### src/rtl/alu_standard_calculator_n_bit_pkg.sv
// Shared opcode constants and FSM state type for the signed N-bit calculator.
// Optional feature macro: ALU_MOD_OP_EN (enables the signed remainder opcode).
package alu_calc_pkg;

  localparam logic [2:0] OP_ADD = 3'b000;
  localparam logic [2:0] OP_SUB = 3'b001;
  localparam logic [2:0] OP_MUL = 3'b010;
  localparam logic [2:0] OP_DIV = 3'b011;
  localparam logic [2:0] OP_MOD = 3'b100;

  // ST_LOAD is the cycle in which the first mul/div iteration runs,
  // right after operands were captured on the edge leaving ST_IDLE.
  typedef enum logic [1:0] {
    ST_IDLE = 2'd0,
    ST_LOAD = 2'd1,
    ST_RUN  = 2'd2,
    ST_DONE = 2'd3
  } state_t;

endpackage

### src/rtl/alu_standard_calculator_n_bit_if.sv
// Operand/opcode/result bundle for the calculator, plus FSM state for observation.
// Handshake: there is no valid/ready pair; a rst pulse starts an operation and
// a, b, op must be held stable until result settles (at most N+1 edges later).
interface alu_standard_calculator_n_bit_if #(parameter int DATA_WIDTH = 4);
  import alu_calc_pkg::*;

  logic signed [DATA_WIDTH-1:0]   a;
  logic signed [DATA_WIDTH-1:0]   b;
  logic [2:0]                     op;
  logic signed [2*DATA_WIDTH-1:0] result;
  state_t                         state;

  modport master (output a, output b, output op, input result, input state);
  modport slave  (input a, input b, input op, output result, output state);
endinterface

### src/rtl/alu_standard_calculator_n_bit_shift_muldiv.sv
// Magnitude shift-add multiplier and restoring divider sharing one adder.
// Runs N iterations after start; done flags the cycle of the last iteration,
// and prod_quot/rem show the values that iteration is committing.
module alu_shift_muldiv #(parameter int N = 4) (
  input  logic           clk,
  input  logic           rst,
  input  logic           start,
  input  logic           is_div,
  input  logic [N-1:0]   mag_a,
  input  logic [N-1:0]   mag_b,
  output logic           done,
  output logic [2*N-1:0] prod_quot,
  output logic [N-1:0]   rem
);
  localparam int CW = (N > 2) ? $clog2(N) : 1;
  localparam logic [CW-1:0] LAST = CW'(N - 1);

  // hi = partial product high half / partial remainder, lo = multiplier / quotient
  logic [N-1:0]  hi, lo, dv;
  logic [CW-1:0] cnt;
  logic          busy, div_q;

  logic [N:0]   t;
  logic [N+1:0] x, y, sum;
  logic [N:0]   hf;
  logic [N-1:0] nxt_hi, nxt_lo;

  // One adder: mul adds the multiplicand to hi, div subtracts the divisor from {hi, lo msb}
  always_comb begin
    t   = {hi, lo[N-1]};
    x   = div_q ? {1'b0, t} : {2'b00, hi};
    y   = div_q ? ~{2'b00, dv} : {2'b00, dv};
    sum = x + y + {{(N+1){1'b0}}, div_q};
    hf  = lo[0] ? sum[N:0] : {1'b0, hi};
    if (div_q) begin
      if (!sum[N+1]) begin
        nxt_hi = sum[N-1:0];
        nxt_lo = {lo[N-2:0], 1'b1};
      end else begin
        nxt_hi = t[N-1:0];
        nxt_lo = {lo[N-2:0], 1'b0};
      end
    end else begin
      nxt_hi = hf[N:1];
      nxt_lo = {hf[0], lo[N-1:1]};
    end
  end

  assign done      = busy && (cnt == LAST);
  assign prod_quot = div_q ? {{N{1'b0}}, nxt_lo} : {nxt_hi, nxt_lo};
  assign rem       = nxt_hi;

  // Load operands on start, then commit one iteration per edge while busy
  always_ff @(posedge clk or posedge rst) begin
    if (rst) begin
      busy  <= 1'b0;
      div_q <= 1'b0;
      hi    <= '0;
      lo    <= '0;
      dv    <= '0;
      cnt   <= '0;
    end else if (start) begin
      busy  <= 1'b1;
      div_q <= is_div;
      hi    <= '0;
      lo    <= mag_a;
      dv    <= mag_b;
      cnt   <= '0;
    end else if (busy) begin
      hi  <= nxt_hi;
      lo  <= nxt_lo;
      cnt <= cnt + CW'(1);
      if (done) busy <= 1'b0;
    end
  end
endmodule

### src/rtl/alu_standard_calculator_n_bit.sv
// Signed N-bit calculator: add/sub in one edge, mul/div over N iterations.
// Each rst pulse restarts an operation; result holds until the next rst.
// Define ALU_MOD_OP_EN to add op 100 = signed remainder (sign follows a).
module alu_standard_calculator_n_bit
  import alu_calc_pkg::*;
#(parameter int DATA_WIDTH = 4) (
  input logic                           clk,
  input logic                           rst,
  alu_standard_calculator_n_bit_if.slave bus
);
  localparam int N = DATA_WIDTH;
  localparam int W = 2 * DATA_WIDTH;
  localparam logic [N-1:0] ONE_N = N'(1);
  localparam logic [W-1:0] ONE_W = W'(1);

  state_t       state_q;
  logic [W-1:0] result_q;
  logic         neg_q;
  logic [N-1:0] mag_a, mag_b;
  logic [W-1:0] sext_a, sext_b, signed_pq;
  logic         b_nz, start, is_div;
  logic         md_done;
  logic [W-1:0] md_pq;
  logic [N-1:0] md_rem;
`ifdef ALU_MOD_OP_EN
  logic         use_rem_q;
  logic [W-1:0] rem_ext, mod_res;
`endif

  assign mag_a  = bus.a[N-1] ? (~bus.a + ONE_N) : bus.a;
  assign mag_b  = bus.b[N-1] ? (~bus.b + ONE_N) : bus.b;
  assign sext_a = {{N{bus.a[N-1]}}, bus.a};
  assign sext_b = {{N{bus.b[N-1]}}, bus.b};
  assign b_nz   = (bus.b != '0);
  assign is_div = (bus.op != OP_MUL);
  // Product or zero-extended quotient magnitude, sign-corrected
  assign signed_pq = neg_q ? (~md_pq + ONE_W) : md_pq;
`ifdef ALU_MOD_OP_EN
  assign rem_ext = {{N{1'b0}}, md_rem};
  assign mod_res = neg_q ? (~rem_ext + ONE_W) : rem_ext;
`endif

  // Kick the iterative unit on the capture edge for ops that need it
  always_comb begin
    start = 1'b0;
    if (state_q == ST_IDLE) begin
      case (bus.op)
        OP_MUL:  start = 1'b1;
        OP_DIV:  start = b_nz;
`ifdef ALU_MOD_OP_EN
        OP_MOD:  start = b_nz;
`endif
        default: start = 1'b0;
      endcase
    end
  end

  alu_shift_muldiv #(.N(N)) u_muldiv (
    .clk       (clk),
    .rst       (rst),
    .start     (start),
    .is_div    (is_div),
    .mag_a     (mag_a),
    .mag_b     (mag_b),
    .done      (md_done),
    .prod_quot (md_pq),
    .rem       (md_rem)
  );

  // Control FSM with the result register; only rst leaves DONE
  always_ff @(posedge clk or posedge rst) begin
    if (rst) begin
      state_q  <= ST_IDLE;
      result_q <= '0;
      neg_q    <= 1'b0;
`ifdef ALU_MOD_OP_EN
      use_rem_q <= 1'b0;
`endif
    end else begin
      case (state_q)
        ST_IDLE: begin
          neg_q <= bus.a[N-1] ^ bus.b[N-1];
          case (bus.op)
            OP_ADD: begin
              result_q <= sext_a + sext_b;
              state_q  <= ST_DONE;
            end
            OP_SUB: begin
              result_q <= sext_a - sext_b;
              state_q  <= ST_DONE;
            end
            OP_MUL: state_q <= ST_LOAD;
            OP_DIV: begin
              if (b_nz) begin
                state_q <= ST_LOAD;
              end else begin
                result_q <= '1;
                state_q  <= ST_DONE;
              end
            end
`ifdef ALU_MOD_OP_EN
            OP_MOD: begin
              neg_q     <= bus.a[N-1];
              use_rem_q <= 1'b1;
              if (b_nz) begin
                state_q <= ST_LOAD;
              end else begin
                result_q <= sext_a;
                state_q  <= ST_DONE;
              end
            end
`endif
            default: begin
              result_q <= '0;
              state_q  <= ST_DONE;
            end
          endcase
        end
        ST_LOAD, ST_RUN: begin
          if (md_done) begin
`ifdef ALU_MOD_OP_EN
            result_q <= use_rem_q ? mod_res : signed_pq;
`else
            result_q <= signed_pq;
`endif
            state_q <= ST_DONE;
          end else begin
            state_q <= ST_RUN;
          end
        end
        default: state_q <= ST_DONE;
      endcase
    end
  end

  assign bus.result = result_q;
  assign bus.state  = state_q;
endmodule

### src/flat_wrapper.sv
// flat-port wrapper written by rule: the top's interface ports become plain ports
module alu_standard_calculator_n_bit_flat import alu_calc_pkg::*;
#(parameter int DATA_WIDTH = 4)
  (clk, rst, bus_a, bus_b, bus_op, bus_result, bus_state);
  alu_standard_calculator_n_bit_if #(.DATA_WIDTH(DATA_WIDTH)) bus_i ();
  input logic clk;
  input logic rst;
  input wire logic [$bits(bus_i.a)-1:0] bus_a;
  input wire logic [$bits(bus_i.b)-1:0] bus_b;
  input wire logic [$bits(bus_i.op)-1:0] bus_op;
  output wire logic [$bits(bus_i.result)-1:0] bus_result;
  output wire logic [$bits(bus_i.state)-1:0] bus_state;
  assign bus_i.a = bus_a;
  assign bus_i.b = bus_b;
  assign bus_i.op = bus_op;
  assign bus_result = bus_i.result;
  assign bus_state = bus_i.state;
  alu_standard_calculator_n_bit #(.DATA_WIDTH(DATA_WIDTH)) u_core (.clk(clk), .rst(rst), .bus(bus_i));
endmodule
### config.mk
export PLATFORM = sky130hd
export DESIGN_NAME = alu_standard_calculator_n_bit_flat
export DESIGN_NICKNAME = d
export VERILOG_FILES = /design/src/rtl/alu_standard_calculator_n_bit_pkg.sv /design/src/rtl/alu_standard_calculator_n_bit_if.sv /design/src/rtl/alu_standard_calculator_n_bit_shift_muldiv.sv /design/src/rtl/alu_standard_calculator_n_bit.sv /design/src/flat_wrapper.sv
export SDC_FILE = /design/constraint.sdc
export NUM_CORES = 1
export LEC_CHECK = 0
export BUFFER_PORTS_ARGS = -buffer_cell sky130_fd_sc_hd__buf_4
export CELL_PAD_IN_SITES_DETAIL_PLACEMENT = 2
export CELL_PAD_IN_SITES_GLOBAL_PLACEMENT = 2
export CORE_MARGIN = 3
export CORE_UTILIZATION = 33
export CTS_CLUSTER_DIAMETER = 150
export DETAILED_ROUTE_END_ITERATION = 7
export PLACE_DENSITY_LB_ADDON = 0.25
export SYNTH_ARGS = -nofsm -noshare
export SYNTH_HDL_FRONTEND = slang
export SYNTH_HIERARCHICAL = 1
export SYNTH_SLANG_ARGS = --single-unit
### constraint.sdc
create_clock -name clk -period 3.3 [get_ports clk]
set_input_delay 0.825 -clock clk [delete_from_list [all_inputs] [get_ports clk]]
set_output_delay 0.825 -clock clk [all_outputs]
set_load 0.1 [all_outputs]
---- Yosys cells after proc, flatten, opt, wreduce, memory -nomap -nowiden ----
Index checks and enable logic that the tools add are counted.
storage, ports and cells
  bits in registers ....................... 27
  input bits .............................. 13
  word-level logic and storage cells ...... 70
operators by class
  reduce and logical (&&, ||, !) cells .... 8
  $add $sub $neg .......................... 8
  bitwise operators ....................... 5
  eq/ne operators ......................... 10
  multiplexer cells ....................... 30
operator list
  kind                 count
  $mux 4               9
  $mux 8               4
  $pmux 8 s4           1
  $pmux 8 s2           1
  $mux 5               2
  $add 4x1->4 const B  2
  $add 8x1->8 const B  1
  $not 4->4            2
  $not 8->8            1
  $pmux 2 s2           2
  $add 6x1->6          1
  $add 6x6->6          1
  $eq 3x2->1 const B   2
  $mux 1               6
  $mux 2               3
  $mux 6               1
  $not 4->6            1
  $add 4x4->5          1
  $sub 4x4->5          1
  $eq 2x2->1 const B   2
  $reduce_and 4->1     1
  $reduce_bool 2->1    2
  $reduce_bool 4->1    1
  $eq 3x1->1 const B   1
  other kinds (12)     12

---- Longest topological paths before layout ----
  word-level depth ........................ 12
  mapped depth ............................ 15
  depth with buffers taken out ............ 12

---- By module ----
The synthesis kept the hierarchy.
by module, submodules not included
  module                         cells an instance  area an instance (µm²)  instances
  alu_shift_muldiv               132                1,226.2                 1
  alu_standard_calculator_n_bit  139                1,134.8                 1

---- Least setup slack after synthesis ----
No wires, ideal clock.
  kind .................................... reg-to-reg
  start ................................... reg u_core.u_muldiv.div_q
  end ..................................... reg u_core.result_q[5] (netlist: u_core/bus.result[5])
  data arrival time ....................... 3.222 ns
  cell stages (with the launch flop) ...... 15
  period minus slack after synthesis ...... 3.351 ns
  path slack .............................. -0.051 ns
  buffers on the path ..................... 3
  required time ........................... 3.171 ns
  cells stage by stage .................... dfrtp_1 -> buf_2 -> buf_4 -> buf_4 -> mux2_2 -> ha_1 -> a21oi_2 -> o21ai_1 -> nand2_1 -> a31oi_1 -> or4_1 -> o21ai_2 -> xnor2_1 -> a31oi_1 -> o21ai_1
on the way
  cells in the longest elaborated chain, start to end .. 11
  elaborated cells on any way between the ends .. 15
  classes of those cells .................. add/sub (3); mux (11); bitwise (1)
ends and longest elaborated chain
  element                           line                                                                                                RTL
  start: declaration                alu_standard_calculator_n_bit_shift_muldiv.sv:21                                                    logic busy, div_q;
  start signal: assignment          alu_standard_calculator_n_bit_shift_muldiv.sv:64                                                    div_q <= is_div;
  $mux 5 or $mux 6 (tied branches)  alu_standard_calculator_n_bit_shift_muldiv.sv:31, alu_standard_calculator_n_bit_shift_muldiv.sv:32
  $add 6x6->6                       alu_standard_calculator_n_bit_shift_muldiv.sv:33                                                    sum = x + y + {{(N+1){1'b0}}, div_q};
  $add 6x1->6                       alu_standard_calculator_n_bit_shift_muldiv.sv:33
  $mux 1                            alu_standard_calculator_n_bit_shift_muldiv.sv:36                                                    if (!sum[N+1]) begin
  $mux 4 *                          alu_standard_calculator_n_bit_shift_muldiv.sv:35                                                    if (div_q) begin
  $mux 8 *                          alu_standard_calculator_n_bit_shift_muldiv.sv:50                                                    assign prod_quot = div_q ? {{N{1'b0}}, nxt_lo} : {nxt_hi, nxt_lo};
  named net u_core.md_pq[0]         alu_standard_calculator_n_bit.sv:23                                                                 logic [W-1:0] md_pq;
  $not 8->8 *                       alu_standard_calculator_n_bit.sv:37                                                                 assign signed_pq = neg_q ? (~md_pq + ONE_W) : md_pq;
  $add 8x1->8 *                     alu_standard_calculator_n_bit.sv:37
  $mux 8 *                          alu_standard_calculator_n_bit.sv:37
  $mux 8 *                          alu_standard_calculator_n_bit.sv:120                                                                if (md_done) begin
  $pmux 8 s2 *                      alu_standard_calculator_n_bit.sv:80                                                                 case (state_q)
  end signal: assignment            alu_standard_calculator_n_bit.sv:85                                                                 result_q <= sext_a + sext_b;
  end signal: assignment            alu_standard_calculator_n_bit.sv:89                                                                 result_q <= sext_a - sext_b;
  end signal: assignment            alu_standard_calculator_n_bit.sv:124                                                                result_q <= signed_pq;
  end: declaration                  alu_standard_calculator_n_bit.sv:17                                                                 logic [W-1:0] result_q;
Mark *: on every way through the listed nets, which the timed path passes. The rest lies on a longest branch. The select of a mux whose other input is x is not followed.
A chain may end at the register's enable or synchronous reset.

---- Final worst setup path ----
  start ................................... reg u_core.u_muldiv.div_q
  end ..................................... reg u_core.result_q[2] (netlist: u_core/bus.result[2])
The elaborated chain is that of the path after synthesis.

==> results.tsv <==
metric	value	unit
outcome	finished, final reports clean	
Critical Path Start Type	flip-flop	
clock sinks	27	
routed vias/inst	5.28	
Final setup viols	0	
via count	2043	
Routed Antenna Nets	0	
CTS tree	yes	
Overflow after GRT	0	
H-tree Lvls	1	
CTS Buf Count	3	
Placed Cells incl. Taps	383	
RSZ-0062 raised after global routing	no	
share of layout cells above drive strength 1	20.3	%
num rows	30	
slew at the pin with the worst max-slew slack	0.809	ns
design area	2700	um^2
Detailed Route WL	6920	um
Net Count, Synth	296	
total track usage	17.6	%
worst endpoint data arrival time	3.07	ns
Setup crit end kind	flip-flop	
Rel. slew slack	45.5	%
setup TNS	0	ns
Required @ worst endpoint	3.46	ns
hold violation count in the final report	0	
CP max FO	5	
Mapped Cells	267	
Chip Width	90.3	um
skew final	0.0184	ns
CTS Buffer Depth	2	
vias in the first global route	2230	
IO buf count	22	
YS warnings	6	
DRT iter0 DRCs	55	
DR DRC count	0	
RR Endpoint	u_core/bus.result[2]	
Antenna Cells	0	
reg-to-reg setup timing slack	0.39	ns
Worst R2R Start	u_core/u_muldiv/div_q	
Initial Util	34.3	%
fin crit share	88.2	%
post-DP HPWL	5460	um
first-pass GRT wire length	11600	um
Clock transition at path regs	0.11	ns
Post-CTS Setup Inserts	0	
Worst-Skew Late Latency	0.30	ns
max cap viols	0	
Initial DRT Pass Iterations	4	
Post-layout nets	321	
average size of a mapped cell	8.78	um^2
CTS Hold Bufs	0	
pin count of the biggest net entering global routing	22	
final cell count without fillers	387	
post-cts sizing count	0	
initial antenna violation count	0	
IO Count	23	
Hold Path Class	in2async	
Layout area overhead	15.2	%
Die Y-Extent	90.3	um
Final min period	2.91	ns
RD Place Congestion	0.854	
Reg2Reg Depth	12	
die area	8150	um^2
f_max	0.344	GHz
core box area	6830	um^2
Cell Area, Synth	2340	um^2
Post-DP Area	2650	um^2
Crit Path Category	reg2reg	
Max Transition Viols Final	0	
clock root cell	clkbuf_8	
hold slack	0.536	ns
drt wl/cell	17.9	um
==> worst max-delay path by stage <==
| stage | start | end | depth (start not counted) | slack, ns |
|---|---|---|---|---|
| finish | u_core/u_muldiv/div_q | u_core/bus.result[2] | 12 | 0.39 |
| global placement | bus_op[1] | u_core/bus.result[4] | 12 | 0.30 |
| floorplan | u_core/u_muldiv/div_q | u_core/bus.result[5] | 14 | 0.09 |
| global route | u_core/u_muldiv/div_q | u_core/bus.result[2] | 13 | 0.02 |
| CTS | u_core/u_muldiv/div_q | u_core/bus.result[4] | 12 | 0.39 |
| detailed placement | bus_op[1] | u_core/bus.result[4] | 12 | 0.25 |
==> registers in the layout (all words and copies together), names as in the netlist <==
signal,count
u_core/u_muldiv/hi,4
u_core/bus.result,8
u_core/u_muldiv/busy,1
u_core/u_muldiv/dv,4
u_core/u_muldiv/lo,4
u_core/u_muldiv/div_q,1
u_core/neg_q,1
u_core/u_muldiv/cnt,2
u_core/bus.state,2
==> layout by cell type (no fill, tap or decap), types with 3 or more instances in the layout <==
cell type,count
buf_4,34
dfrtp_1,27
nor2_1,26
nand2_1,21
o21ai_0,16
inv_1,15
a21oi_1,14
ha_1,13
nor2b_1,12
xor2_1,9
xnor2_1,9
mux2_2,9
mux2i_1,8
nor3_1,7
a31oi_1,6
nand2b_1,5
nor4b_1,4
o21ai_1,4
clkbuf_8,3
a211o_1,3
a21o_1,3
a21boi_0,3
a311oi_1,3
nand3_1,3
==> layer usage <==
layer | GRT usage, % | share of wire [%] | vias up
met3 | 1.33 | 1.8 | 8
met1 | 23.9 | 49 | 1021
met5 | 0 | 0 | -
met2 | 29.6 | 47 | 26
li1 | - | - | 988
met4 | 5.74 | 1.6 | 0
==> critical path, stage by stage, from the launching register on <==
cell and delay, ns:
dfrtp_1 0.43, mux2_2 0.39, ha_1 0.33, nand2_1 0.11
o21ai_1 0.18, nand2_1 0.10, a31oi_1 0.35, inv_1 0.09
ha_1 0.22, nand2b_1 0.16, xnor2_1 0.15, a22oi_1 0.17
a21oi_1 0.11
==> final cells by class <==
cell class | count | area [um^2]
clock buffers | 3 | 41.3
clock inverters | 1 | 5.00
fillers | 774 | 4130
inverters | 15 | 56.3
multi-input cells | 211 | 1550
flip-flops and latches | 27 | 676
well taps | 96 | 120
repair buffers | 34 | 255
==> metrics by stage <==
stage,utilization (%),worst slack [ns]
floorplan,-,0.0893
global placement,38.8,0.295
detailed placement,38.8,0.250
global route,39.5,0.0171
finish,39.5,0.390
CTS,39.5,0.395
Power is left out: the tool's default activity adds up to more than one toggle a clock period on the data nets, which glitch-free logic cannot reach.
